## config.mk

```make
export PLATFORM = sky130hd
export DESIGN_NAME = fp_normalize_pack
export DESIGN_NICKNAME = d
export VERILOG_FILES = /design/src/rtl/fp_adder_pkg.sv /design/src/rtl/fp_normalize_pack.sv
export SDC_FILE = /design/constraint.sdc
export NUM_CORES = 1
export LEC_CHECK = 0
export CAP_MARGIN = 5
export CORE_ASPECT_RATIO = 0.9
export CORE_MARGIN = 2
export CORE_UTILIZATION = 41
export CTS_CLUSTER_DIAMETER = 80
export DETAILED_ROUTE_END_ITERATION = 8
export PLACE_DENSITY_LB_ADDON = 0.1
export SYNTH_ARGS = -nofsm -noshare
export SYNTH_HDL_FRONTEND = slang
export SYNTH_SLANG_ARGS = --single-unit
```

## constraint.sdc

```tcl
create_clock -name clk -period 4.9 [get_ports clk]
set_input_delay 0.98 -clock clk [delete_from_list [all_inputs] [get_ports clk]]
set_output_delay 0.98 -clock clk [all_outputs]
set_load 0.02 [all_outputs]
```

## src/rtl/fp_adder_pkg.sv

```systemverilog
// Shared types and constants for the floating-point adder pipeline.
// Holds IEEE-754 single-precision field widths, the normaliser state type and a pack helper.
package fp_adder_pkg;

  localparam int MANT_W  = 24;
  localparam int EXP_W   = 8;
  localparam int EXP_MAX = 255;
  localparam int BIAS    = 127;

  typedef enum logic [1:0] {
    IDLE,
    NORM,
    DONE
  } state_t;

  localparam logic [31:0] POS_INF = 32'h7F80_0000;
  localparam logic [31:0] ZERO    = 32'h0000_0000;

  function automatic logic [31:0] pack(
    input logic              sign,
    input logic [EXP_W-1:0]  exp,
    input logic [MANT_W-2:0] frac
  );
    return {sign, exp, frac};
  endfunction

endpackage

```

## src/rtl/fp_normalize_pack.sv

```systemverilog
// Adder back end: renormalises the aligned mantissa sum one bit per cycle,
// detects zero/overflow/denormal outcomes and packs an IEEE-754 single.
module fp_normalize_pack
  import fp_adder_pkg::*;
(
  input  logic                clk,
  input  logic                rst_n,
  input  logic                in_valid,
  output logic                in_ready,
  input  logic                sum_sign,
  input  logic [EXP_W-1:0]    sum_exp,
  input  logic [MANT_W:0]     sum_mant,
  output logic                out_valid,
  input  logic                out_ready,
  output logic [31:0]         result,
  output logic                out_zero,
  output logic                out_ovf,
  output logic                out_denorm
);

  // One extra exponent bit so the upstream +1 correction and limit checks never wrap.
  localparam logic [EXP_W:0] EXP_LIMIT = (EXP_W + 1)'(EXP_MAX);

  state_t            state_q, state_d;
  logic [MANT_W-1:0] mant_q, mant_d;
  logic [EXP_W:0]    exp_q, exp_d;
  logic              sign_q, sign_d;
  logic              force_ovf_q, force_ovf_d;
  logic [31:0]       result_q, result_d;
  logic              zero_q, zero_d;
  logic              ovf_q, ovf_d;
  logic              denorm_q, denorm_d;

  always_ff @(posedge clk) begin
    if (!rst_n) begin
      state_q     <= IDLE;
      mant_q      <= '0;
      exp_q       <= '0;
      sign_q      <= 1'b0;
      force_ovf_q <= 1'b0;
      result_q    <= ZERO;
      zero_q      <= 1'b0;
      ovf_q       <= 1'b0;
      denorm_q    <= 1'b0;
    end else begin
      state_q     <= state_d;
      mant_q      <= mant_d;
      exp_q       <= exp_d;
      sign_q      <= sign_d;
      force_ovf_q <= force_ovf_d;
      result_q    <= result_d;
      zero_q      <= zero_d;
      ovf_q       <= ovf_d;
      denorm_q    <= denorm_d;
    end
  end

  always_comb begin
    state_d     = state_q;
    mant_d      = mant_q;
    exp_d       = exp_q;
    sign_d      = sign_q;
    force_ovf_d = force_ovf_q;
    result_d    = result_q;
    zero_d      = zero_q;
    ovf_d       = ovf_q;
    denorm_d    = denorm_q;

    unique case (state_q)
      IDLE: begin
        if (in_valid) begin
          sign_d      = sum_sign;
          // A zero exponent here means upstream wrapped past 255.
          force_ovf_d = (sum_exp == '0);
          if (sum_mant[MANT_W]) begin
            mant_d = sum_mant[MANT_W:1];
            exp_d  = {1'b0, sum_exp};
          end else begin
            mant_d = sum_mant[MANT_W-1:0];
            exp_d  = {1'b0, sum_exp} - (EXP_W + 1)'(1);
          end
          state_d = NORM;
        end
      end

      NORM: begin
        zero_d   = 1'b0;
        ovf_d    = 1'b0;
        denorm_d = 1'b0;
        if (force_ovf_q || (exp_q >= EXP_LIMIT)) begin
          result_d = pack(sign_q, '1, '0);
          ovf_d    = 1'b1;
          state_d  = DONE;
        end else if (mant_q == '0) begin
          result_d = ZERO;
          zero_d   = 1'b1;
          state_d  = DONE;
        end else if (mant_q[MANT_W-1]) begin
          result_d = pack(sign_q, exp_q[EXP_W-1:0], mant_q[MANT_W-2:0]);
          state_d  = DONE;
        end else if (exp_q <= (EXP_W + 1)'(1)) begin
          // Exponent 0 can only arise from a sum_exp of 1 without carry; treat it as denormal too.
          result_d = pack(sign_q, '0, mant_q[MANT_W-2:0]);
          denorm_d = 1'b1;
          state_d  = DONE;
        end else begin
          mant_d = {mant_q[MANT_W-2:0], 1'b0};
          exp_d  = exp_q - (EXP_W + 1)'(1);
        end
      end

      DONE: begin
        if (out_ready) begin
          state_d = IDLE;
        end
      end

      default: state_d = IDLE;
    endcase
  end

  assign in_ready   = (state_q == IDLE);
  assign out_valid  = (state_q == DONE);
  assign result     = result_q;
  assign out_zero   = zero_q;
  assign out_ovf    = ovf_q;
  assign out_denorm = denorm_q;

endmodule

```

==> flow_summary_export.csv <==
group,metric,value,unit
finish,area_growth,25.2,%
synthesis,postSynthCellCount,443,
setup_path,worstPathArrival,3.21,ns
setup_path,crit_slowest_cell,"a41oi_2",
route,viasPerCell,5.83,
setup_path,path_delay_family,"compound AO/OA/AOI/OAI gates",
synthesis,syn_area,3880,µm²
floorplan,die_w,107,µm
sta,drv_slew,0,
sta,finalClockSkew,0.0122,ns
floorplan,die_area,10300,µm²
synthesis,synth_cell_type_count,56,
cts,clk_latency,0.35,ns
floorplan,dieHeight,96.3,µm
cts,ctsHoldBuffers,0,
setup_path,critPathBufInv,3,
flow_run,max-cap-violations,0,
global_route,grt_pass1_vias,3538,
finish,multi_input_area,2250,µm²
placed_design,place_area,4650,µm²
setup_path,path_common_cell,"buf_4",
sta,min_period_over_period,0.598,
route,drc_errors,0,
route,drt-initial-drc-count,158,
cts,h-tree-depth,3,
route,routed_wl,10.9,mm
setup_path,critPathRequiredTime,5.17,ns
sta,worstMarginPinSlew,0.908,ns
placed_design,dp_hpwl,7.30,mm
cts,cts_tree,"done",
setup_path,worstSetupPathType,"flip-flop to flip-flop",
synthesis,synth-main-ff-cell,"dfxtp_1",
cts,root_buffer,"clkbuf_8",
floorplan,core_region_area,9170,µm²
global_route,grt_use_total,0.220,
placed_design,gp_congestion,0.848,
cts,clkSinkCount,72,
pwr,leakage,1.79,nW
route,ant_nets,0,
cts,clock_path_buffers,2,
outcome,outcome,"finished clean",
min_path,hold_path_class,"flip-flop to flip-flop",
pwr,ir_drop,0.000187,V
setup_path,path_cells,"inv_1, ha_1, o21bai_1, a41oi_2, buf_4, nand2_1, o21ai_2, buf_4, mux2i_1",
synthesis,synth_async_sr_flop_share,0,
placed_design,io_buffers,74,
cts,cts_buffers,9,
global_route,overflow,0,
floorplan,io_pins,75,
finish,final_cell_mix,"76 x nand2_1, 73 x clkdlybuf4s50_1, 72 x dfxtp_1",
route,dr_total_vias,3623,
cts,cts_setup_buffers,0,
synthesis,synth_fp_nets,486,
finish,final_common_cell,"nand2_1",
sta,fmax,0.341,GHz
cts,cts_resized,0,
synthesis,synth-seq-cells,72,
sta,fin_crit,2.93,ns
floorplan,rows,33,
finish,fin_area,4860,µm²
setup_path,start_kind,"flip-flop",
synthesis,ys_seq_area_frac,0.371,
finish,layout-drive-gt1-share,0.114,
sta,fin_setup_tns,0,ns
sta,rsz0062_at_grt,"no",
setup_path,worst-path-max-fanout,19,
setup_path,cp-end-kind,"flip-flop",
global_route,antenna_found_initial,0,
cts,clkTransAtPathRegs,0.08,ns
synthesis,yosysWarnings,0,
floorplan,initial_core_util,0.424,
route,routedWlPerCell,17.6,µm
finish,diodes,0,
route,first_pass_iters,4,
sta,setup_viol,0,
sta,hold_viol_final,0,
global_route,grt_max_degree,50,
synthesis,synth.avg_cell_area,8.77,µm²
finish,seq_area,1440,µm²
setup_path,cpPeakStageDelay,0.56,ns
pwr,p_per_area,453,nW/µm²
global_route,grt_pass1_wl,17.8,mm
sta,slew_headroom,0.395,
finish,nets,538,
finish,fill_cells,915,
synthesis,synth_enable_flop_cells,0,
synthesized netlist by cell type (all sizes together), types with 3 or more instances:
library cell / number / share of area
nand2: 76 / 0.073
dfxtp: 72 / 0.37
mux2i: 47 / 0.12
nor4: 28 / 0.045
clkbuf: 26 / 0.025
o2bb2ai: 22 / 0.050
a31o: 21 / 0.047
nor2: 15 / 0.014
buf: 14 / 0.024
a21oi: 11 / 0.016
a31oi: 10 / 0.016
o21ai: 10 / 0.014
o21a: 9 / 0.017
ha: 5 / 0.016
inv: 5 / 0.0048
nor3: 5 / 0.0077
o211ai: 5 / 0.0097
o22ai: 5 / 0.0081
a21o: 4 / 0.0077
nand4: 4 / 0.0064
xnor2: 4 / 0.0090
nand2b: 3 / 0.0048
nor2b: 3 / 0.0048
o41ai: 3 / 0.0068
xor2: 3 / 0.0068
routing by layer:
layer	share of wire	vias up	global-route usage
li1	-	1764	-
met1	0.46	1753	0.297
met2	0.47	100	0.355
met3	0.062	6	0.0535
met4	0.0062	0	0.0530
met5	0	-	0
per-stage QoR:
stage	hold WS, ns	power (W)	setup slack, ns	util	instances
final	0.462	0.00220	1.97	0.531	621
after global routing	0.486	0.00234	1.73	0.531	621
after CTS	0.467	0.00221	2.00	0.531	621
after detailed placement	0.456	0.00169	1.81	0.508	606
after global placement	0.444	0.00169	1.86	0.508	606
after floorplan	0.437	0.00141	2.58	-	443
power breakdown:
group | internal [W] | leakage (nW) | total [W] | switching, W
Clock | 0.000285 | 0.106 | 0.000519 | 0.000234
Sequential | 0.000686 | 0.587 | 0.000798 | 0.000112
Combinational | 0.000329 | 1.10 | 0.000887 | 0.000558
final timing paths:
check,endpoint,slack (ns),depth (start not counted),from
min,out_zero$_SDFFE_PN0P_,0.46,2,out_zero$_SDFFE_PN0P_
max reg2reg,mant_q[1]$_SDFFE_PN0P_,1.97,9,exp_q[1]$_SDFFE_PN0P_
max,mant_q[1]$_SDFFE_PN0P_,1.97,9,exp_q[1]$_SDFFE_PN0P_
min reg2reg,out_zero$_SDFFE_PN0P_,0.46,2,out_zero$_SDFFE_PN0P_
registers in the layout (all words and copies together), names as in the netlist:
| signal | count |
|---|---|
| sign_q | 1 |
| mant_q | 24 |
| force_ovf_q | 1 |
| exp_q | 9 |
| out_denorm | 1 |
| result | 32 |
| out_zero | 1 |
| state_q | 2 |
| out_ovf | 1 |
cells by family after synthesis:
| group | share of synthesized area |
|---|---|
| mux | 0.124 |
| buf+inv | 0.0535 |
| xor+xnor | 0.0158 |
| compound gates | 0.232 |
| fa+ha+maj | 0.0161 |
| flops | 0.371 |
| simple gates | 0.188 |
tightest hold or removal path, cell delays in order, from the launching register on:
cell	delay, ns
dfxtp_1	0.32
nand2_1	0.05
a21oi_1	0.05
final cells by class:
class	instances	area share
repair buffers	81	0.162
well taps	122	0.0314
clock inverters	5	0.0170
clock buffers	10	0.0262
inverters	5	0.00386
multi-input cells	326	0.463
flip-flops and latches	72	0.296
Power figures use the tool's default switching activity.
==> patch 1: new RTL, config.mk and constraints unchanged <==
Encoding of `state_t`: now one-hot (3 bits for 3 states).
--- a/src/rtl/fp_adder_pkg.sv
+++ b/src/rtl/fp_adder_pkg.sv
@@ -8,8 +8,8 @@
   localparam int BIAS    = 127;
 
-  typedef enum logic [1:0] {
-    IDLE,
-    NORM,
-    DONE
+  typedef enum logic [2:0] {
+    IDLE = 3'b001,
+    NORM = 3'b010,
+    DONE = 3'b100
   } state_t;
 
Check against the original RTL: same outputs for any inputs over 4 cycles, from zero or initial values and one cycle with rst_n low; so few cycles prove little.
==> patch 1 against the original RTL <==
Setup slack lost 450 ps; synthesized cell count grew 9.7%; hold slack worse by 3.7 ps; wire length barely moved; area after synthesis is 3.9% higher; global-route usage fell by 1.2 points; final area grew 1.2%; clock skew up 5.4 ps; sequential cell count rose by 1; utilization fell by 1.9 points.
Power is not compared: it rests on default switching activity, and its combinational part moved more than twofold at a synthesized area within 25%.
==> patch 1: results (changes against the original RTL) <==
* Run status: finished, final reports clean
* Worst-case headroom to the max-slew limit at 18.6% (-21 points)
* Power Total at 1.55 mW
* Crit-path slowest cell: a21oi_2
* Clock skew at 17.6 ps (+5.37 ps)
* R2R Setup Slk at 1520 ps (-450 ps)
* Worst r2r path cells at 6 (-3)
* Clock sinks at 73 (+1.4%)
* Drt total wl at 10900 µm (about the same)
* Via density per instance at 5.73 (-1.8%)
* Multi-input comb cells at 360 (+10%)
* Avg Cell Area, Syn at 8.31 µm² (-5.3%)
* Post-synth cell types at 60 (+7.1%)
* Post-synth top cells: dfxtp_1 (73), nand2_1 (54), a211oi_1 (45)
* Largest net degree at the start of global routing at 49 (-2.0%)
* Fraction of area in registers at 29.7% (+0.053 points)
* Min Tclk post-route at 3380 ps (+452 ps)
* Buffer share of cell area at 16.1% (-0.092 points)
* Critical R2R Launch: exp_q[0]
* Top cells by area, synth: dfxtp_1 (36%), a211oi_1 (8.4%), mux2i_1 (6.7%)
* WL/cell at 16.5 µm (-6.3%)
* Worst Path Max Fanout at 31 (+12)
* DP HPWL at 7540 µm (+3.3%)
* Post-Syn Nets at 529 (+8.8%)
* Arrival time worst endpoint at 3550 ps (+340 ps)
* DRT iter0 DRCs at 310 (+96%)
* CP max stage delay at 1120 ps (+560 ps)
* R2r endpoint: result[15]
* Seq/Total Area, Yosys at 36.2% (-0.91 points)
* Final #Nets at 574 (+6.7%)
## patch 1: cell count changes after synthesis, sizes merged, moves of 8 or more
cell and change:
a31oi -8, nor2 +22, nor4 -20, o21ai +19
o2bb2ai -22, nand2 -22, a31o -21, a21oi +32
buf +9, a211oi +48, nand4 +21, a311oi +8
mux2i -20
## patch 1: metrics by stage
| stage | hold WS (ps) | utilization, % |
|---|---|---|
| 4_1_cts | 463 | 51.2 |
| 2_1_floorplan | 432 | - |
| 3_5_place_dp | 451 | 49.3 |
| 5_1_grt | 481 | 51.2 |
| 3_3_place_gp | 442 | 49.3 |
| 6_report | 458 | 51.2 |
## patch 1: routing by layer
metal | wire length [µm] | global-route usage [%] | vias up
met4 | 95 | 5.03 | 0
met5 | 0 | 0 | -
met3 | 591 | 2.87 | 11
met1 | 5920 | 35.4 | 1741
met2 | 4320 | 26.5 | 134
li1 | - | - | 1908
==> patch 2: new RTL, same settings <==
Without the edit above. Change the package constant `EXP_MAX` from 255 to 127.
--- a/src/rtl/fp_adder_pkg.sv
+++ b/src/rtl/fp_adder_pkg.sv
@@ -5,5 +5,5 @@
   localparam int MANT_W  = 24;
   localparam int EXP_W   = 8;
-  localparam int EXP_MAX = 255;
+  localparam int EXP_MAX = 127;
   localparam int BIAS    = 127;
 
Formal check against the unedited RTL: not equivalent (Yosys sat finds a counterexample within 4 cycles, from zero or initial values and one cycle with rst_n low).
==> patch 2 against the original RTL <==
Wire length fell by 5.7%; total power fell by 8.6%; count of clock-buffer cells in the layout did not move; area after synthesis rose by 3.0%; final area rose by 2.9%; sequential cell count did not move; setup slack improved by 110 ps; combinational power fell by 17%; global-route usage fell by 1.8 points; final cell count rose by 7.9%; critical path type unchanged; critical endpoint is now result[9]; largest power group is now sequential cells.
==> patch 2: results (changes against the original RTL) <==
* Worst r2r path cells at 7 (-2)
* Warnings, synthesis at 0 (unchanged)
* Final #Nets at 582 (+8.2%)
* Leak Pwr at 1.95 nW (+8.8%)
* Area of the multi-input gates at 2380 µm² (+5.6%)
* Placed standard-cell area at 4780 µm² (+2.8%)
* Post-Syn Nets at 533 (+9.7%)
* DP Cell Count at 654 (+7.9%)
* Seq/Total Area, Yosys at 36.0% (-1.1 points)
* Via count at 3645 (+0.61%)
* First-pass GRT wire length at 17300 µm (-2.6%)
* Setup bufs post-CTS at 0 (unchanged)
* Clock skew at 10.0 ps (-2.21 ps)
* DRT iter0 DRCs at 208 (+32%)
* Clk pin slew, worst setup/hold paths at 80 ps (about the same)
* Worst-case headroom to the max-slew limit at 22.0% (-17 points)
* Arrival time worst endpoint at 3080 ps (-130 ps)
* Skew-Pair Late Insertion Delay at 330 ps (-20 ps)
* Run status: finished, final reports clean
* DP HPWL at 6960 µm (-4.6%)
* WL/cell at 15.4 µm (-13%)
* Top cells by area, synth: dfxtp_1 (36%), mux2i_1 (19%), nand2_1 (11%)
* Post-synth top cells: nand2_1 (113), mux2i_1 (74), dfxtp_1 (72)
* Post-synth cell types at 49 (-13%)
* Total GRT Usage at 20.2% (-1.8 points)
* Hold crit path type: register to register
* DR pass1 iterations at 6 (+2)
* Max reg flops at 32 (unchanged)
* Number of fill cells at 954 (+4.3%)
* H-tree level count at 3 (unchanged)
* Sw Pwr at 0.755 mW (-16%)
* Share of cells above drive strength 1 at 6.25% (-5.2 points)
* Drt total wl at 10300 µm (-5.7%)
* Post-synthesis cell count at 490 (+11%)
* Largest net degree at the start of global routing at 113 (+130%)
* Routability Congestion at 0.800 (-5.6%)
* Worst Path Max Fanout at 31 (+12)
* Vias in the first global route at 3362 (-5.0%)
* VDD IR-drop max at 0.176 mV (-5.7%)
* Pre-CTS setup slack at 1770 ps (-42.2 ps)
patch 2: layout make-up:
type | count | share of cell area [%]
Multi-Input combinational cell | 366 | 47.5
Inverter | 12 | 0.900
Tap cell | 126 | 3.15
Clock buffer | 10 | 2.75
Clock inverter | 6 | 1.65
Timing Repair Buffer | 78 | 15.3
Sequential cell | 72 | 28.8
patch 2: critical path, cell delays in order (launching register included):
cell and delay (ps):
dfxtp_1 420, inv_1 110, ha_1 180, o21ba_2 270
o31a_1 200, o21ai_1 270, o21ai_4 980, mux2i_1 280
patch 2: cells by family after synthesis:
logic type / count (synthesis) / share of synthesized area, %
simple gates: 203 / 23.5
xor+xnor: 7 / 1.53
flops: 72 / 36.0
fa+ha+maj: 5 / 1.56
compound gates: 77 / 13.6
buf+inv: 52 / 5.31
mux: 74 / 18.5
patch 2: path summary, 6_finish.rpt:
kind / from / endpoint / slack [ps]
min reg2reg: result[27] / result[27] / 450
max reg2reg: exp_q[1] / result[9] / 2080
max: exp_q[1] / result[9] / 2080
min: result[27] / result[27] / 450
patch 2: power groups by stage:
stage | sequential (mW) | combinational [mW] | clock [mW]
floorplan | 0.760 | 0.506 | 0
global route | 0.765 | 0.809 | 0.559
global placement | 0.762 | 0.734 | 0
CTS | 0.751 | 0.742 | 0.532
finish | 0.752 | 0.740 | 0.522
detailed placement | 0.764 | 0.738 | 0
patch 2: routing by layer:
| layer | GRT usage (%) | wire [µm] |
|---|---|---|
| met2 | 31.0 | 4500 |
| met3 | 2.67 | 463 |
| met5 | 0 | 0 |
| met4 | 5.03 | 80 |
| met1 | 29.9 | 5270 |
